### config.mk
export PLATFORM = sky130hd
export DESIGN_NAME = buf_updt_ctrl
export DESIGN_NICKNAME = d
export VERILOG_FILES = /design/src/rtl/buf_ctrl_pkg.sv /design/src/rtl/buf_bank_tracker.sv /design/src/rtl/buf_updt_ctrl.sv
export SDC_FILE = /design/constraint.sdc
export NUM_CORES = 1
export LEC_CHECK = 0
export ABC_AREA = 0
export CORE_AREA = 2 2 67 132
export DETAILED_ROUTE_END_ITERATION = 6
export DIE_AREA = 0 0 69 134
export PLACE_DENSITY = 0.78
export SLEW_MARGIN = 10
export SYNTH_ARGS = -nofsm -noshare
export SYNTH_HDL_FRONTEND = slang
export SYNTH_SLANG_ARGS = --single-unit
### constraint.sdc
create_clock -name clk -period 6.2 [get_ports clk]
set_input_delay 1.86 -clock clk [delete_from_list [all_inputs] [get_ports clk]]
set_output_delay 1.86 -clock clk [all_outputs]
set_load 0.01 [all_outputs]
### src/rtl/buf_ctrl_pkg.sv
// Shared types and helpers for the ping-pong update-buffer write controller.
package buf_ctrl_pkg;

  typedef enum logic [1:0] {
    EMPTY = 2'd0,
    FULL  = 2'd1,
    BUSY  = 2'd2
  } bank_state_e;

  typedef enum logic [1:0] {
    IDLE   = 2'd0,
    FILL   = 2'd1,
    COMMIT = 2'd2
  } ctrl_state_e;

  // Requested word count limited to the bank depth.
  function automatic int unsigned clamp_len(input int unsigned len, input int unsigned depth);
    return (len > depth) ? depth : len;
  endfunction

endpackage

### src/rtl/buf_bank_tracker.sv
// Per-bank EMPTY/FULL/BUSY tracking, execute-side offer/take/done handshake and sticky error.
module buf_bank_tracker
  import buf_ctrl_pkg::*;
#(
  parameter int BUF_UPDT_ADDR_WIDTH = 8
) (
  input  logic                         clk,
  input  logic                         rst,
  input  logic                         commit,
  input  logic                         commit_bank,
  input  logic [BUF_UPDT_ADDR_WIDTH:0] commit_len,
  output logic [1:0]                   bank_empty,
  output logic                         exec_valid,
  input  logic                         exec_ready,
  output logic                         exec_sel,
  output logic [BUF_UPDT_ADDR_WIDTH:0] exec_len,
  input  logic                         exec_done,
  output logic                         err
);

  bank_state_e                  bank_st  [2];
  logic [BUF_UPDT_ADDR_WIDTH:0] bank_len [2];
  logic                         rd_bank;
  logic                         done_bank;

  assign bank_empty[0] = (bank_st[0] == EMPTY);
  assign bank_empty[1] = (bank_st[1] == EMPTY);
  assign exec_valid    = (bank_st[rd_bank] == FULL);
  assign exec_sel      = rd_bank;
  assign exec_len      = bank_len[rd_bank];

  // Commit hits an EMPTY bank, the take a FULL one and done a BUSY one, so all
  // three can land in the same cycle without ever targeting the same bank.
  always_ff @(posedge clk or posedge rst) begin
    if (rst) begin
      for (int unsigned i = 0; i < 2; i++) begin
        bank_st[i]  <= EMPTY;
        bank_len[i] <= '0;
      end
      rd_bank   <= 1'b0;
      done_bank <= 1'b0;
      err       <= 1'b0;
    end else begin
      if (commit) begin
        bank_st[commit_bank]  <= FULL;
        bank_len[commit_bank] <= commit_len;
      end
      if (exec_valid && exec_ready) begin
        bank_st[rd_bank] <= BUSY;
        rd_bank          <= ~rd_bank;
      end
      if (exec_done) begin
        if (bank_st[done_bank] == BUSY) begin
          bank_st[done_bank] <= EMPTY;
          done_bank          <= ~done_bank;
        end else begin
          err <= 1'b1;
        end
      end
    end
  end

endmodule

### src/rtl/buf_updt_ctrl.sv
// Write-side controller for the ping-pong update/execute buffer: load FSM,
// address counter and registered RAM write-port signals.
module buf_updt_ctrl
  import buf_ctrl_pkg::*;
#(
  parameter int BUF_UPDT_ADDR_WIDTH = 8,
  parameter int BUF_UPDT_DATA_WIDTH = 32
) (
  input  logic                               clk,
  input  logic                               rst,
  input  logic                               cmd_valid,
  output logic                               cmd_ready,
  input  logic [BUF_UPDT_ADDR_WIDTH:0]       cmd_len,
  input  logic                               s_valid,
  output logic                               s_ready,
  input  logic [BUF_UPDT_DATA_WIDTH-1:0]     s_data,
  input  logic [BUF_UPDT_DATA_WIDTH/8-1:0]   s_strb,
  output logic [BUF_UPDT_DATA_WIDTH/8-1:0]   buf_updt_wr_en,
  output logic                               buf_updt_sel,
  output logic [BUF_UPDT_ADDR_WIDTH-1:0]     buf_updt_addr,
  output logic [BUF_UPDT_DATA_WIDTH-1:0]     buf_updt_data,
  output logic                               exec_valid,
  input  logic                               exec_ready,
  output logic                               exec_sel,
  output logic [BUF_UPDT_ADDR_WIDTH:0]       exec_len,
  input  logic                               exec_done,
  output logic                               err
);

  localparam int          AW    = BUF_UPDT_ADDR_WIDTH;
  localparam int          LW    = AW + 1;
  localparam int unsigned DEPTH = 1 << AW;

  ctrl_state_e   state;
  logic          wr_bank;
  logic [AW:0]   len;
  logic [AW-1:0] cnt;
  logic [1:0]    bank_empty;
  logic [AW:0]   cmd_len_clamped;
  logic          cmd_acc;
  logic          beat_acc;
  logic          last_beat;
  logic          commit;

  assign cmd_len_clamped = LW'(clamp_len(32'(cmd_len), DEPTH));
  assign cmd_ready       = (state == IDLE) && bank_empty[wr_bank];
  assign s_ready         = (state == FILL);
  assign cmd_acc         = cmd_valid && cmd_ready;
  assign beat_acc        = s_valid && s_ready;
  assign last_beat       = ({1'b0, cnt} == (len - 1'b1));
  assign commit          = (state == COMMIT);

  always_ff @(posedge clk or posedge rst) begin
    if (rst) begin
      state   <= IDLE;
      wr_bank <= 1'b0;
      len     <= '0;
      cnt     <= '0;
    end else begin
      case (state)
        IDLE: begin
          if (cmd_acc) begin
            len   <= cmd_len_clamped;
            cnt   <= '0;
            state <= (cmd_len_clamped != '0) ? FILL : COMMIT;
          end
        end
        FILL: begin
          if (beat_acc) begin
            cnt <= cnt + 1'b1;
            if (last_beat) state <= COMMIT;
          end
        end
        COMMIT: begin
          wr_bank <= ~wr_bank;
          state   <= IDLE;
        end
        default: state <= IDLE;
      endcase
    end
  end

  // Write enables pulse only for accepted beats; sel/addr/data hold otherwise.
  always_ff @(posedge clk or posedge rst) begin
    if (rst) begin
      buf_updt_wr_en <= '0;
      buf_updt_sel   <= 1'b0;
      buf_updt_addr  <= '0;
      buf_updt_data  <= '0;
    end else if (beat_acc) begin
      buf_updt_wr_en <= s_strb;
      buf_updt_sel   <= wr_bank;
      buf_updt_addr  <= cnt;
      buf_updt_data  <= s_data;
    end else begin
      buf_updt_wr_en <= '0;
    end
  end

  buf_bank_tracker #(
    .BUF_UPDT_ADDR_WIDTH(BUF_UPDT_ADDR_WIDTH)
  ) u_tracker (
    .clk        (clk),
    .rst        (rst),
    .commit     (commit),
    .commit_bank(wr_bank),
    .commit_len (len),
    .bank_empty (bank_empty),
    .exec_valid (exec_valid),
    .exec_ready (exec_ready),
    .exec_sel   (exec_sel),
    .exec_len   (exec_len),
    .exec_done  (exec_done),
    .err        (err)
  );

endmodule

Word level (Yosys, flattened, before mapping):

Index checks and enable logic that the tools add are counted.
Widths: inputs -> output; s select.

* word-level logic and storage cells: 99
* bits in registers: 90

* reductions and logical operators: 17
* add/subtract/negate cells: 2
* order comparisons: 8
* equality and inequality tests: 8
* mux-type cells: 34
* bitwise gates (word level): 15

Operators with widths (number)
* $mux 9: 5
* $mux 2: 13
* $mux 4: 5
* $bwmux 18: 1
* $mux 8: 2
* $pmux 8 s2: 1
* $demux 9 s1: 1
* $eq 8x9->1: 1
* $gt 9x9->1 const B: 1
* $reduce_bool 9->1: 1
* $sub 9x1->9 const B: 1
* $add 8x1->8 const B: 1
* $logic_and 1x1->1: 7
* $demux 2 s1: 3
* $ge 2x2->1 const B: 3
* $logic_not 2->1: 3
* $lt 2x1->1 const B: 3
* $not 1->2: 3
* $reduce_and 2->1: 3
* $reduce_and 3->1: 2
* $and 2x2->2: 2
* $and 4x4->4: 1
* $eq 2x1->1 const B: 2
* $eq 2x2->1 const B: 2
* 10 further kinds: 17

Depth between registers and ports, before layout:

Gate-level depths: netlist of run 1.

* depth after elaboration: 13
* gate-level depth with buffers: 7
* mapped depth without buffers: 7

Modules after synthesis:

Synthesis of run 1 repeated with hierarchy kept, for this count alone.

* cells, all modules: 402
* area total of the unflattened synthesis: 4046.4 um2

Modules (own cells, without submodules)
* buf_updt_ctrl: area each 2879.0 um2, seq. area each 1626.6 um2, cells each 320, instances 1
* buf_bank_tracker: area each 1167.4 um2, seq. area each 625.6 um2, cells each 82, instances 1

Worst setup path before layout of run 1:

Ideal clock, no wire load.

* path kind: input -> register
* from: input port cmd_len[3]
* to: register state[0]
* cell stages on the path: 4
* slack: 2928 ps
* buffers on the path: 0
* library setup time: 129 ps
* data arrival time: 3142 ps
* required time: 6071 ps
* cells stage by stage: or4_1 nor4_1 o211ai_1 o41a_1

* cells in the longest elaborated chain, start to end: 6

RTL lines
* start, declared: line buf_updt_ctrl.sv:13 `input logic [BUF_UPDT_ADDR_WIDTH:0] cmd_len,`
* $gt 9x9->1: line buf_ctrl_pkg.sv:18 `return (len > depth) ? depth : len;`
* $mux 9 (*): line buf_ctrl_pkg.sv:18
* $reduce_bool 9->1 (*): line buf_updt_ctrl.sv:65 `state <= (cmd_len_clamped != '0) ? FILL : COMMIT;`
* $mux 2 (*): line buf_updt_ctrl.sv:65
* $mux 2 (*): line buf_updt_ctrl.sv:62 `if (cmd_acc) begin`
* $pmux 2 s2 (*): line buf_updt_ctrl.sv:60 `case (state)`
* end signal, assigned: line buf_updt_ctrl.sv:65
* end, declared: line buf_updt_ctrl.sv:34 `ctrl_state_e state;`

Every way passes the cells marked *; elsewhere a longest branch is shown, timed or not. The select of a mux whose other input is x is not followed.
A chain may end at the register's enable or synchronous reset.

Final worst setup path of run 1:

* from: register u_tracker.rd_bank, in the netlist u_tracker.exec_sel
* to: output port exec_valid

* cells in the longest elaborated chain, start to end: 5

RTL lines
* start, declared: line buf_bank_tracker.sv:23 `logic rd_bank;`
* start signal, assigned: line buf_bank_tracker.sv:50 `rd_bank <= ~rd_bank;`
* $not 1->2 (not written as such): line buf_bank_tracker.sv:28 `assign exec_valid = (bank_st[rd_bank] == FULL);`
* $mux 2 (not written as such) (3 in a row): line buf_bank_tracker.sv:28
* $eq 2x1->1: line buf_bank_tracker.sv:28
* end, declared: line buf_updt_ctrl.sv:22 `output logic exec_valid,`

No other way between the ends. The select of a mux whose other input is x is not followed.

==> flow_summary_export.csv, run 1 <==
group,metric,value,unit
synthesis,synth_top_flop_cell,"dfrtp_1",
pwr,finalPower,2.11,mW
clocking,cts_resized,0,
sta,min_period_over_period,62.2,%
placed_design,io_buffers,109,
layout,utilization,66.3,%
route,viasPerCell,5.26,
layout,final_cell_mix,"nand2_1, clkdlybuf4s50_1, dfrtp_1",
sta,fmax,259,MHz
sta,slew_headroom,35.8,%
critical_path,crit_path_start_kind,"flip-flop",
sta,setup_viol,0,
job,drv_cap,0,
sta,finalHoldViolations,0,
critical_path,cpLargestDelayFamily,"buffers and inverters",
grt,track_usage,22.1,%
pwr,intPower,1.40,mW
route,drtIter0Drc,158,
critical_path,path_buf_inv,1,
pwr,p_leak,2.55,nW
grt,overflow,0,
synthesis,synth_top_area_cell,"dfrtp_1",
pwr,vdd_drop_max,0.255,mV
synthesis,synthesis.area,0.00399,sq mm
route,num_vias,3236,
floorplan,die-area,0.00925,sq mm
pwr,power.share.sequential,41.7,%
grt,antenna_found_initial,0,
floorplan,die_h,134,um
critical_path,worstPathArrival,2.00,ns
synthesis,yosysWarnings,0,
sta,timing.final.max_slew_violations,0,
grt,grt_max_degree,49,
run_status,status,"finished, final reports clean",
route,antenna_left,0,
synthesis,postSynthCellCount,408,
synthesis,syn-num-nets,461,
clocking,cts_sinks,90,
floorplan,die_w,69,um
sta,clock_skew,0.00716,ns
clocking,cts_hold_buf,0,
sta,worst_pin_slew,0.959,ns
pwr,swShare,33.3,%
clocking,clockBufferDepth,2,
pwr,powerDensity,386,mW/mm^2
route,wl,9.65,mm
synthesis,synthArstFlopShare,100,%
synthesis,synth_top_area_share,56.4,%
route,firstDrtPassIters,4,
clocking,clockRootBuffer,"clkbuf_16",
critical_path,cp.depth,2,
layout,drive_gt1_share,8.51,%
grt,grt_pass1_vias,3291,
synthesis,synth-seq-cells,90,
critical_path,critPathMaxFanout,15,
synthesis,synth-seq-area-share,56.4,%
layout,fillCellCount,668,
clocking,clock_latency,0.34,ns
sta,layout_min_cycle_time,3.86,ns
critical_path,path_cells,"o32ai_1, clkdlybuf4s50_1",
critical_path,crit_type,"flip-flop to output port",
critical_path,cp.required,4.34,ns
hold_path,hp-class,"flip-flop to flip-flop",
hold_path,whs_path_depth,2,
clocking,cts_tree,"yes",
clocking,cts_inserted_buffers,9,
synthesis,avgSynthCellArea,9.78,sq um
sta,holdWs,0.474,ns
layout,seqCellArea,0.00225,sq mm
layout,final_common_cell,"nand2_1",
floorplan,initial_core_util,48.5,%
layout,syn_to_final_growth,36.7,%
layout,n_antenna_cell,0,
floorplan,rows,47,
sta,rsz0062_at_grt,"no",
grt,grt_pass1_wl,16.2,mm
route,routedWlPerCell,15.7,um
pwr,combPwrFrac,32.5,%
pwr,p_switching,700,uW
layout,multi_input_area,0.00163,sq mm
floorplan,core_area,0.00823,sq mm
sta,worst_slack,2.34,ns
critical_path,reg2reg_depth,7,
synthesis,yosys.cell_types.count,46,
synthesis,synth_area_leaders,"dfrtp_1, nand2_1, mux2_2",
critical_path,cp_slowest_stage_delay,0.61,ns
synthesis,synth-edff-count,0,
pwr,clkPwrFrac,25.8,%
route,remaining_drc_errors,0,
sta,tns,0,ns
floorplan,io_pins,110,
placed_design,dp_hpwl,7.00,mm
clocking,cts.clk_slew.worst_paths,0.06,ns
clocking,cts_setup_buffers,0,
clocking,htreeDepth,3,
placed_design,gp_congestion,0.833,
critical_path,cp-end-kind,"output port",
placed_design,pre_cts_ws,2.03,ns
layout,num-nets-final,565,
critical_path,slowest_stage,"clkdlybuf4s50_1",
-- area by class of cell --
cell class	count	area share, %
Sequential cell	90	41.3
Clock inverter	2	0.642
Timing Repair Buffer	113	20.5
Multi-Input combinational cell	289	29.8
Inverter	9	0.642
Clock buffer	14	4.84
Tap cell	98	2.25
-- layer usage --
metal / vias to the layer above / global-route usage, % / wire, um
li1: 1566 / - / -
met4: 0 / 8.93 / 201
met3: 14 / 4.88 / 421
met2: 80 / 41.1 / 5560
met1: 1576 / 23.7 / 3460
met5: - / 0 / 0
-- registers in the layout (all words and copies together), names as in the netlist, 2 cells and up --
name	count
state	2
buf_updt_addr	8
u_tracker.bank_st	4
cnt	8
buf_updt_data	32
buf_updt_wr_en	4
len	9
u_tracker.bank_len	18
-- power groups by stage --
| stage | registers (mW) | logic (mW) | clock network (mW) |
|---|---|---|---|
| 2_1_floorplan | 0.865 | 0.383 | 0 |
| 3_3_place_gp | 0.880 | 0.661 | 0 |
| 3_5_place_dp | 0.884 | 0.683 | 0 |
| 4_1_cts | 0.877 | 0.689 | 0.554 |
| 5_1_grt | 0.901 | 0.752 | 0.576 |
| 6_report | 0.879 | 0.683 | 0.544 |
-- cells in the mapped netlist, drive strengths merged, types with 3 or more instances --
cell / number
nand4: 7
nand2: 140
a21oi: 3
buf: 3
and2: 4
nor3b: 4
nor3: 7
mux2: 22
dfrtp: 90
nor2: 13
o21ai: 20
or3: 4
xnor2: 9
inv: 9
nand3b: 5
nand3: 5
xor2: 8
nand2b: 7
and3: 3
clkbuf: 17
-- kinds of logic (layout without fill, tap and decap cells) --
| family | count (synthesis) | after routing | share of synthesized area, % |
|---|---|---|---|
| and+or+nand+nor | 205 | 205 | 23.2 |
| DFF | 90 | 90 | 56.4 |
| AOI/OAI and AO/OA | 43 | 43 | 7.05 |
| buffers and inverters | 29 | 138 | 2.79 |
| muxes | 22 | 22 | 6.21 |
| xor gates and xnor gates | 17 | 17 | 3.73 |
| adders and majority gates | 2 | 2 | 0.627 |
-- worst register-to-register path: stages (launching register included) --
cell and delay [ns]:
dfrtp_1 0.48, inv_1 0.14, ha_1 0.23, nor3b_2 0.34, xnor2_1 0.12, o21ai_0 0.29, o211ai_1 0.14, o41a_1 0.33
-- path summary, 6_finish.rpt --
check	to	slack, ns	startpoint
hold / removal	u_tracker.bank_len[8]	0.47	u_tracker.bank_len[8]
max in group asynchronous	buf_updt_addr[4]	3.18	rst
setup reg to reg	state[0]	4.00	len[0]
hold reg to reg	u_tracker.bank_len[8]	0.47	u_tracker.bank_len[8]
setup / recovery	exec_valid	2.34	u_tracker.exec_sel
min in group asynchronous	buf_updt_data[5]	1.99	rst
-- through the flow --
step	cell area (sq um)	std cells
global placement	5160	599
detailed placement	5160	599
global route	5460	615
floorplan	3990	408
finish	5460	615
CTS	5460	615
No activity file was read; power rests on OpenSTA's default activity.
==> run 2, diff against run 1 <==
Settings changed: CORE_AREA 2 2 67 132 to 2 2 68 134, DIE_AREA 0 0 69 134 to 0 0 70 136, PLACE_DENSITY 0.78 to 0.76.
Clock period 6.2 ns to 3.9 ns, I/O delays scaled along.
==> run 2 against run 1 <==
  * Core utilization shrank 1.4 points
  * Critical path type unchanged
  * Largest power group unchanged
  * Clock power grew 84%
  * Critical path depth is the same
  * Sequential share of layout area shrank 0.57 points
  * Global-route usage shrank 0.39 points
  * Highest routed layer unchanged
  * Sequential power grew 59%
  * Register-to-register slack lost 2.3 ns
==> flow_summary_export.csv, run 2 (synthesis gave the netlist of run 1 again) <==
group,metric,value,unit
run_status,status,"finished, final reports clean",
pwr,p_leak,2.59,nW
sta,min_period_over_period,81.8,%
layout,final_cell_mix,"nand2_1, clkdlybuf4s50_1, dfrtp_1",
sta,holdWs,0.459,ns
critical_path,critPathMaxFanout,15,
sta,finalHoldViolations,0,
layout,largest_register_ffs,32,
clocking,cts_tree,"yes",
floorplan,die_h,136,um
layout,n_antenna_cell,0,
grt,overflow,0,
route,routedWlPerCell,15.6,um
pwr,vdd_drop_max,0.372,mV
layout,top_register,"buf_updt_data",
grt,grt_max_degree,57,
layout,fillCellCount,691,
critical_path,worstPathArrival,2.02,ns
sta,rsz0062_at_grt,"no",
floorplan,core_area,0.00853,sq mm
clocking,cts_sinks,90,
pwr,power.share.sequential,40.2,%
clocking,clock_latency,0.34,ns
floorplan,rows,48,
floorplan,io_pins,110,
floorplan,initial_core_util,46.8,%
layout,drive_gt1_share,9.27,%
clocking,cts.clk_slew.worst_paths,0.06,ns
sta,clock_skew,0.00698,ns
placed_design,dp_hpwl,7.04,mm
pwr,powerDensity,627,mW/mm^2
placed_design,place_inst,602,
job,drv_cap,0,
pwr,clkPwrFrac,28.8,%
layout,layout.cells.non_filler,618,
hold_path,hp-class,"flip-flop to flip-flop",
floorplan,die_w,70,um
route,drtIter0Drc,135,
route,num_vias,3219,
placed_design,gp_congestion,0.886,
route,wl,9.65,mm
layout,num-nets-final,566,
clocking,clockBufferDepth,2,
clocking,cts_resized,0,
critical_path,crit_path_start_kind,"flip-flop",
route,remaining_drc_errors,0,
clocking,clockRootBuffer,"clkbuf_16",
sta,layout_min_cycle_time,3.19,ns
layout,multi_input_area,0.00163,sq mm
route,viasPerCell,5.21,
grt,track_usage,21.7,%
route,antenna_left,0,
sta,tns,0,ns
pwr,intPower,2.36,mW
sta,worst_pin_slew,0.957,ns
sta,setup_viol,0,
sta,slew_headroom,35.9,%
layout,seqCellArea,0.00225,sq mm
route,firstDrtPassIters,4,
sta,timing.final.max_slew_violations,0,
floorplan,die-area,0.00952,sq mm
critical_path,cp.required,2.73,ns
critical_path,cp-end-kind,"output port",
clocking,cts_setup_buffers,0,
sta,fmax,313,MHz
clocking,htreeDepth,3,
grt,antenna_found_initial,0,
pwr,swShare,31.9,%
critical_path,crit_type,"flip-flop to output port",
pwr,combPwrFrac,31.0,%
layout,largestRegisters,"buf_updt_data x32, u_tracker.bank_len x18, len x9",
clocking,cts_inserted_buffers,9,
grt,grt_pass1_wl,16.1,mm
clocking,cts_hold_buf,0,
placed_design,io_buffers,109,
layout,syn_to_final_growth,38.7,%
layout,final_common_cell,"nand2_1",
pwr,p_switching,1.11,mW
grt,grt_pass1_vias,3395,
## run 2: cell types whose count changed in the layout (fill, tap and decap cells not counted)
| cell | previous run | this run |
|---|---|---|
| clkinv_2 | 2 | 3 |
| bufinv_16 | 1 | 3 |
| clkbuf_1 | 3 | 0 |
| buf_12 | 0 | 1 |
## run 2: cell type report
class / count / share of cell area, %
sequential: 90 / 40.7
multi-input combinational: 289 / 29.4
timing repair buffer: 114 / 20.6
clock buffer: 11 / 4.57
tap: 100 / 2.26
clock inverter: 5 / 1.81
inverter: 9 / 0.633
## run 2: stage by stage
stage	setup slack, ns	power, mW	utilization, %	cell area, sq um
6_report	0.708	3.47	64.9	5530
5_1_grt	0.632	3.68	64.9	5530
4_1_cts	0.697	3.50	64.9	5530
3_5_place_dp	0.815	2.49	60.8	5180
3_3_place_gp	0.823	2.45	60.8	5180
2_1_floorplan	0.395	1.99	-	3990
## run 2: metal layers
| layer | wire length [um] | GRT usage (%) |
|---|---|---|
| met2 | 5440 | 39.9 |
| met4 | 326 | 11.5 |
| met3 | 470 | 5.19 |
| met1 | 3410 | 22.3 |
| met5 | 0 | 0 |
## run 2: critical path, stage by stage (launching register included)
cell and delay [ns]:
dfrtp_1 0.57, o32ai_1 0.49, clkdlybuf4s50_1 0.62
## run 2: power groups by stage
stage | Sequential (mW) | Clock [mW] | Combinational [mW]
5_1_grt | 1.44 | 1.05 | 1.19
3_3_place_gp | 1.40 | 0 | 1.05
6_report | 1.40 | 0.999 | 1.07
3_5_place_dp | 1.41 | 0 | 1.08
2_1_floorplan | 1.38 | 0 | 0.610
4_1_cts | 1.40 | 1.02 | 1.09
## run 2: path summary, 6_finish.rpt
check / startpoint / to / slack [ns] / cells after the start
worst min-delay path: u_tracker.err / u_tracker.err / 0.46 / 1
worst min register to register: u_tracker.err / u_tracker.err / 0.46 / 1
worst max register to register: len[0] / state[0] / 1.75 / 7
worst max-delay path: u_tracker.exec_sel / exec_valid / 0.71 / 2
max in group asynchronous: rst / cnt[6] / 1.99 / 3
min in group asynchronous: rst / buf_updt_data[11] / 1.21 / 2
